==> src/rtl/i2c_seq_pkg.sv <==
// i2c_seq_pkg
// Shared definitions for the 24Cxx EEPROM transaction sequencer: FSM state
// encoding, error codes, the 24Cxx device type code and the device-select
// byte builder.
package i2c_seq_pkg;

    typedef enum logic [3:0] {
        ST_IDLE,
        ST_DSW,
        ST_ADDR,
        ST_DSR,
        ST_RDATA,
        ST_WDATA,
        ST_POLL,
        ST_STOP,
        ST_FIN
    } state_t;

    localparam logic [1:0] ERR_NONE   = 2'd0;
    localparam logic [1:0] ERR_DEVSEL = 2'd1;
    localparam logic [1:0] ERR_NACK   = 2'd2;
    localparam logic [1:0] ERR_POLL   = 2'd3;

    localparam logic [3:0] DEV_TYPE = 4'b1010;

    // rw: 1 = read, 0 = write
    function automatic logic [7:0] dev_byte(input logic [2:0] devsel, input logic rw);
        return {DEV_TYPE, devsel, rw};
    endfunction

endpackage

==> src/rtl/i2c_seq_buffer.sv <==
// i2c_seq_buffer
// 16x8 staging buffer between host and sequencer.
// Ports:
//   clock, reset             : clock, synchronous active-high reset (read register only)
//   seq_we/seq_idx/seq_wdata : sequencer write port
//   seq_rdata                : combinational read at seq_idx (write-data source)
//   host_we/host_addr/host_wdata : host write port
//   host_rdata               : registered host read at host_addr, 1-cycle latency
module i2c_seq_buffer (
    input  logic       clock,
    input  logic       reset,
    input  logic       seq_we,
    input  logic [3:0] seq_idx,
    input  logic [7:0] seq_wdata,
    output logic [7:0] seq_rdata,
    input  logic       host_we,
    input  logic [3:0] host_addr,
    input  logic [7:0] host_wdata,
    output logic [7:0] host_rdata
);

    logic [7:0] mem [16];

    // Contents are deliberately not reset.
    always_ff @(posedge clock) begin
        if (seq_we) begin
            mem[seq_idx] <= seq_wdata;
        end else if (host_we) begin
            mem[host_addr] <= host_wdata;
        end
    end

    // A sequencer write to the index being read is forwarded so the new
    // byte appears on the next cycle.
    always_ff @(posedge clock) begin
        if (reset) begin
            host_rdata <= '0;
        end else if (seq_we && (seq_idx == host_addr)) begin
            host_rdata <= seq_wdata;
        end else begin
            host_rdata <= mem[host_addr];
        end
    end

    assign seq_rdata = mem[seq_idx];

endmodule

==> src/rtl/i2c_eeprom_sequencer.sv <==
// i2c_eeprom_sequencer
// Sequences the I2C byte engine through a complete 24Cxx random read or page
// write (1-16 bytes) from a single host command, with optional ACK polling.
// Configuration macro: I2C_SEQ_ACKPOLL_EN enables ACK polling after writes.
// Ports:
//   clock, reset                     : clock, synchronous active-high reset
//   cmd_valid/cmd_ready              : command handshake (ready only in IDLE)
//   cmd_read/cmd_devsel/cmd_addr/cmd_len : command fields (len = bytes-1)
//   buf_we/buf_addr/buf_wdata/buf_rdata  : host buffer access
//   busy/done/err/err_code           : transaction status
//   eng_go/eng_start/eng_stop/eng_read/eng_ack/eng_byte : engine op request
//   eng_done/eng_nack/eng_rbyte      : engine op completion
// POLL_MAX must be at least 1.
module i2c_eeprom_sequencer
    import i2c_seq_pkg::*;
#(
    parameter int unsigned POLL_MAX = 255
) (
    input  logic       clock,
    input  logic       reset,
    input  logic       cmd_valid,
    output logic       cmd_ready,
    input  logic       cmd_read,
    input  logic [2:0] cmd_devsel,
    input  logic [7:0] cmd_addr,
    input  logic [3:0] cmd_len,
    input  logic       buf_we,
    input  logic [3:0] buf_addr,
    input  logic [7:0] buf_wdata,
    output logic [7:0] buf_rdata,
    output logic       busy,
    output logic       done,
    output logic       err,
    output logic [1:0] err_code,
    output logic       eng_go,
    output logic       eng_start,
    output logic       eng_stop,
    output logic       eng_read,
    output logic       eng_ack,
    output logic [7:0] eng_byte,
    input  logic       eng_done,
    input  logic       eng_nack,
    input  logic [7:0] eng_rbyte
);

`ifdef I2C_SEQ_ACKPOLL_EN
    localparam bit ACKPOLL = 1'b1;
`else
    localparam bit ACKPOLL = 1'b0;
`endif
    localparam int unsigned PW = (POLL_MAX < 2) ? 1 : $clog2(POLL_MAX);

    state_t          state_q, state_d;
    logic            go_q, go_d;
    logic [3:0]      idx_q, idx_d;
    logic [PW-1:0]   poll_q, poll_d;
    logic [1:0]      code_q, code_d;
    logic            rd_q;
    logic [2:0]      devsel_q;
    logic [7:0]      addr_q;
    logic [3:0]      len_q;
    logic            accept, ev, last, seq_we;
    logic [7:0]      seq_rdata;

    i2c_seq_buffer u_buf (
        .clock      (clock),
        .reset      (reset),
        .seq_we     (seq_we),
        .seq_idx    (idx_q),
        .seq_wdata  (eng_rbyte),
        .seq_rdata  (seq_rdata),
        .host_we    (buf_we && (state_q == ST_IDLE)),
        .host_addr  (buf_addr),
        .host_wdata (buf_wdata),
        .host_rdata (buf_rdata)
    );

    always_ff @(posedge clock) begin
        if (reset) begin
            state_q  <= ST_IDLE;
            go_q     <= 1'b0;
            idx_q    <= '0;
            poll_q   <= '0;
            code_q   <= ERR_NONE;
            rd_q     <= 1'b0;
            devsel_q <= '0;
            addr_q   <= '0;
            len_q    <= '0;
        end else begin
            state_q <= state_d;
            go_q    <= go_d;
            idx_q   <= idx_d;
            poll_q  <= poll_d;
            code_q  <= code_d;
            if (accept) begin
                rd_q     <= cmd_read;
                devsel_q <= cmd_devsel;
                addr_q   <= cmd_addr;
                len_q    <= cmd_len;
            end
        end
    end

    // Counters only step while below their limit, so they cannot wrap.
    always_comb begin
        state_d = state_q;
        go_d    = 1'b0;
        idx_d   = idx_q;
        poll_d  = poll_q;
        code_d  = code_q;
        accept  = 1'b0;
        seq_we  = 1'b0;
        ev      = eng_done && !go_q;
        last    = (idx_q == len_q);
        case (state_q)
            ST_IDLE: if (cmd_valid) begin
                accept  = 1'b1;
                state_d = ST_DSW;
                go_d    = 1'b1;
                idx_d   = '0;
                poll_d  = '0;
                code_d  = ERR_NONE;
            end
            ST_DSW, ST_DSR: if (ev) begin
                go_d = 1'b1;
                if (eng_nack) begin
                    code_d  = ERR_DEVSEL;
                    state_d = ST_STOP;
                end else begin
                    state_d = (state_q == ST_DSW) ? ST_ADDR : ST_RDATA;
                end
            end
            ST_ADDR: if (ev) begin
                go_d = 1'b1;
                if (eng_nack) begin
                    code_d  = ERR_NACK;
                    state_d = ST_STOP;
                end else begin
                    state_d = rd_q ? ST_DSR : ST_WDATA;
                end
            end
            ST_RDATA: if (ev) begin
                seq_we = 1'b1;
                if (last) begin
                    state_d = ST_FIN;
                end else begin
                    idx_d = idx_q + 4'd1;
                    go_d  = 1'b1;
                end
            end
            ST_WDATA: if (ev) begin
                if (eng_nack) begin
                    code_d  = ERR_NACK;
                    state_d = ST_STOP;
                    go_d    = 1'b1;
                end else if (last) begin
                    state_d = ACKPOLL ? ST_POLL : ST_FIN;
                    go_d    = ACKPOLL;
                end else begin
                    idx_d = idx_q + 4'd1;
                    go_d  = 1'b1;
                end
            end
            ST_POLL: if (ev) begin
                if (!eng_nack) begin
                    state_d = ST_FIN;
                end else if (poll_q == PW'(POLL_MAX - 1)) begin
                    code_d  = ERR_POLL;
                    state_d = ST_FIN;
                end else begin
                    poll_d = poll_q + PW'(1);
                    go_d   = 1'b1;
                end
            end
            ST_STOP: if (ev) state_d = ST_FIN;
            ST_FIN:  state_d = ST_IDLE;
            default: state_d = ST_IDLE;
        endcase
    end

    // Engine fields depend only on registered state, so they hold from
    // eng_go until eng_done without extra staging registers.
    always_comb begin
        eng_start = 1'b0;
        eng_stop  = 1'b0;
        eng_read  = 1'b0;
        eng_ack   = 1'b0;
        eng_byte  = '0;
        case (state_q)
            ST_DSW: begin
                eng_start = 1'b1;
                eng_ack   = 1'b1;
                eng_byte  = dev_byte(devsel_q, 1'b0);
            end
            ST_ADDR: begin
                eng_ack  = 1'b1;
                eng_byte = addr_q;
            end
            ST_DSR: begin
                eng_start = 1'b1;
                eng_ack   = 1'b1;
                eng_byte  = dev_byte(devsel_q, 1'b1);
            end
            ST_RDATA: begin
                eng_read = 1'b1;
                eng_ack  = !last;
                eng_stop = last;
            end
            ST_WDATA: begin
                eng_ack  = 1'b1;
                eng_stop = last;
                eng_byte = seq_rdata;
            end
            ST_POLL: begin
                eng_start = 1'b1;
                eng_stop  = 1'b1;
                eng_ack   = 1'b1;
                eng_byte  = dev_byte(devsel_q, 1'b0);
            end
            ST_STOP: eng_stop = 1'b1;
            default: ;
        endcase
    end

    assign cmd_ready = (state_q == ST_IDLE);
    assign busy      = (state_q != ST_IDLE);
    assign done      = (state_q == ST_FIN);
    assign err       = (code_q != ERR_NONE);
    assign err_code  = code_q;
    assign eng_go    = go_q;

endmodule
==> config.mk <==
export PLATFORM = sky130hd
export DESIGN_NAME = i2c_eeprom_sequencer
export DESIGN_NICKNAME = d
export VERILOG_FILES = /design/src/rtl/i2c_seq_pkg.sv /design/src/rtl/i2c_seq_buffer.sv /design/src/rtl/i2c_eeprom_sequencer.sv
export SDC_FILE = /design/constraint.sdc
export NUM_CORES = 1
export LEC_CHECK = 0
export ABC_AREA = 1
export BUFFER_PORTS_ARGS = -buffer_cell sky130_fd_sc_hd__buf_2
export CAP_MARGIN = 20
export CORE_MARGIN = 2
export CORE_UTILIZATION = 60
export CTS_BUF_LIST = sky130_fd_sc_hd__clkbuf_4 sky130_fd_sc_hd__clkbuf_8
export DETAILED_ROUTE_END_ITERATION = 8
export PLACE_DENSITY = 0.8
export SETUP_SLACK_MARGIN = 0.15
export SLEW_MARGIN = 20
export SYNTH_ARGS = -nofsm -noshare
export SYNTH_HDL_FRONTEND = slang
export SYNTH_SLANG_ARGS = --single-unit
==> constraint.sdc <==
create_clock -name clock -period 2.9 [get_ports clock]
set_input_delay 0.435 -clock clock [delete_from_list [all_inputs] [get_ports clock]]
set_output_delay 0.435 -clock clock [all_outputs]
set_load 0.01 [all_outputs]
==> results.cfg <==
[sta]
relSlewSlack = 0.542
clock.fmax_mhz = 377
hold_viol_final = 0
period_needed_ps = 2660
timing.clock.skew_ps = 13.7
setup_violations = 0
worstMarginPinSlew_ps = 687
hold_ws_ps = 72.0
rsz0062_at_grt = false
drv_slew = 0
finalSetupTns_ps = 0
min_period_over_period = 0.916

[final_layout]
final_cell_mix = nand2_1 (147), o21ai_0 (136), edfxtp_1 (128), a21oi_1 (120), inv_1 (82)
stdcell_count = 1274
diodes = 0
nNetsFinal = 1118
final_area_sq_mm = 0.0102
post-route-util = 0.681
layout-drive-gt1-share = 0.180
area_growth_pct = 11.9
final_common_cell = nand2_1

[worst_setup_path]
critPathSlowestCell = dfxtp_4
cp.required_ps = 2470
path_cells = buf_4, o21ai_0, o21ai_0, nand2_1, nand3_1, nand3_1, nand2_1, buf_2
worstPathArrival_ps = 2220
worstSetupEndpointType = primary output
crit_type = flop to primary output
worst-path-max-fanout = 41
critical-path-top-delay-family = buffers and inverters
startpoint_type = flop
cpPeakStageDelay_ps = 380
path_buf_inv = 2

[clocking]
clkSlewWorstSetupHoldPaths_ps = 90
ctsHoldBuffers = 0
clk_path_buf_depth = 2
root_buffer = clkbuf_8
cts_tree = yes
clkLatencyLatePin_ps = 470
cts_sinks = 184
htree_levels = 4
cts_made_buffers = 17

[global_route]
first_global_vias = 6963
grtUsageTotal = 0.310
grt_pass1_wl_mm = 38.3
grt_max_degree = 85
grt_overflow = 0
antenna_found_initial = 0

[pwr]
power_density_mw_per_mm2 = 796
vdd_drop_max_v = 0.000380
swShare = 0.378
leakagePower_nw = 3.96
combPwrFrac = 0.352
power.share.clock = 0.230
intPower_w = 0.00507
p_sw_w = 0.00309
seq_power_share = 0.418

[detailed_routing]
num_vias = 7928
dr.pass1.iters = 6
met1_length_mm = 10.3
first_iter_violations = 1284
routed_wl_mm = 25.2
ant_nets = 0
drc = 0
post_drt_wl_per_cell_um = 19.8
wl_met2_mm = 11.1
avgViaCountPerCell = 6.22
topRoutingLayerUsed = met4
dr_wl_met3_mm = 3.00

[logic_synthesis]
synthCells = 1012
yosys_warnings = 0
ys_seq_elements = 184
avgSynthCellArea_sq_um = 9.05
synth_edf_count = 128
synth_fp_nets = 1057
syn-cell-area_sq_mm = 0.00916
ys_types = 42
ys_async_sr_fraction = 0
ys_seq_area_frac = 0.542
synth_top_flop_cell = edfxtp_1

[placement]
gp_congestion = 0.949
numPortBuffers = 68
dp.cells = 1239
post_dp_cell_area_sq_mm = 0.00973
dp_hpwl_mm = 16.9

[floorplanning]
core_area_sq_mm = 0.0150
die_area_sq_mm = 0.0163
die_x_um = 128
fp-row-count = 45
boundaryPins = 69
start_util = 0.609
die_y_um = 128

[job]
maxCapViolations = 0

[worst_hold_path]
holdCritPathClass = input pin to flop

[status]
status = finished clean
## worst reg2reg max path: cells and delay by family, from the launching register on
| kind | cells | cell delay, ps |
|---|---|---|
| AO/OA/AOI/OAI | 1 | 320 |
| flip-flops | 1 | 430 |
| buffers and inverters | 2 | 350 |
| AND/OR/NAND/NOR | 5 | 940 |
## final timing paths
kind,cells past startpoint,slack (ps),from,end
worst max-delay path,8,240,flop,eng_byte[7]
worst min-delay path,1,70,eng_rbyte[2],flop
worst max register to register,8,560,state_q[0]$_SDFFE_PP0P_,u_buf.mem[8][3]$_DFFE_PP_
worst min register to register,2,460,addr_q[6]$_SDFFE_PP0P_,addr_q[6]$_SDFFE_PP0P_
## cell type report
| type | instances | area, sq um |
|---|---|---|
| flip-flops and latches | 184 | 4970 |
| fillers | 1134 | 4790 |
| multi-input cells | 674 | 3550 |
| repair buffers | 102 | 679 |
| inverters | 94 | 369 |
| clock buffers | 20 | 275 |
| well taps | 188 | 235 |
| clock inverters | 12 | 160 |
## synth_stat cells, types with 3 or more instances
| master | instances | area [sq um] |
|---|---|---|
| buf_2 | 22 | 110 |
| nor2_2 | 3 | 18.8 |
| xor2_1 | 4 | 35.0 |
| clkbuf_1 | 29 | 109 |
| a21oi_1 | 120 | 601 |
| buf_1 | 6 | 22.5 |
| edfxtp_1 | 128 | 3840 |
| nand2_2 | 7 | 43.8 |
| buf_6 | 3 | 33.8 |
| nand2_4 | 8 | 90.1 |
| nand3_1 | 75 | 375 |
| inv_2 | 6 | 22.5 |
| inv_1 | 82 | 308 |
| o21ai_2 | 3 | 26.3 |
| nand3_2 | 4 | 40.0 |
| ha_1 | 3 | 37.5 |
| a22oi_1 | 3 | 22.5 |
| nor3_1 | 6 | 30.0 |
| o21ai_1 | 7 | 35.0 |
| nand2_1 | 147 | 552 |
| o21ai_0 | 139 | 696 |
| dfxtp_1 | 56 | 1120 |
| o211ai_1 | 42 | 315 |
| nand4_1 | 3 | 18.8 |
| mux2_2 | 16 | 180 |
| clkinv_1 | 3 | 11.3 |
| nor2_1 | 68 | 255 |
## cells by family (layout without fill, tap and decap cells)
family                   Yosys count  in the layout  synth area share
AO/OA/AOI/OAI                    319            319             0.190
XOR/XNOR                           6              6           0.00574
adder cells (fa/ha/maj)            3              3           0.00410
buffers and inverters            154            228            0.0700
flip-flops                       184            184             0.542
multiplexers                      16             16            0.0197
AND/OR/NAND/NOR                  330            330             0.169
## through the flow
stage / power, W / setup WS [ps]
5_1_grt: 0.00856 / 154
3_5_place_dp: 0.00621 / 646
4_1_cts: 0.00806 / 186
6_report: 0.00816 / 245
3_3_place_gp: 0.00614 / 629
2_1_floorplan: 0.00539 / 921
## power groups by stage
| stage | Sequential (W) | Clock [W] | Combinational, W |
|---|---|---|---|
| after floorplan | 0.00341 | 0 | 0.00198 |
| final | 0.00341 | 0.00187 | 0.00287 |
| after CTS | 0.00340 | 0.00189 | 0.00276 |
| after global routing | 0.00344 | 0.00200 | 0.00312 |
| after global placement | 0.00345 | 0 | 0.00269 |
| after detailed placement | 0.00346 | 0 | 0.00275 |
## metal layers
layer,up-vias,global-route usage
met3,66,0.0871
met5,-,0
met1,3648,0.435
met4,0,0.120
li1,3647,-
met2,567,0.460
## timing repair
item                                    CTS  global route
gates cloned                              0             2
buffers inserted                          0             1
gates resized for setup                   1             8
endpoints found under the setup margin    1             6
(Power assumes the default switching activity.)
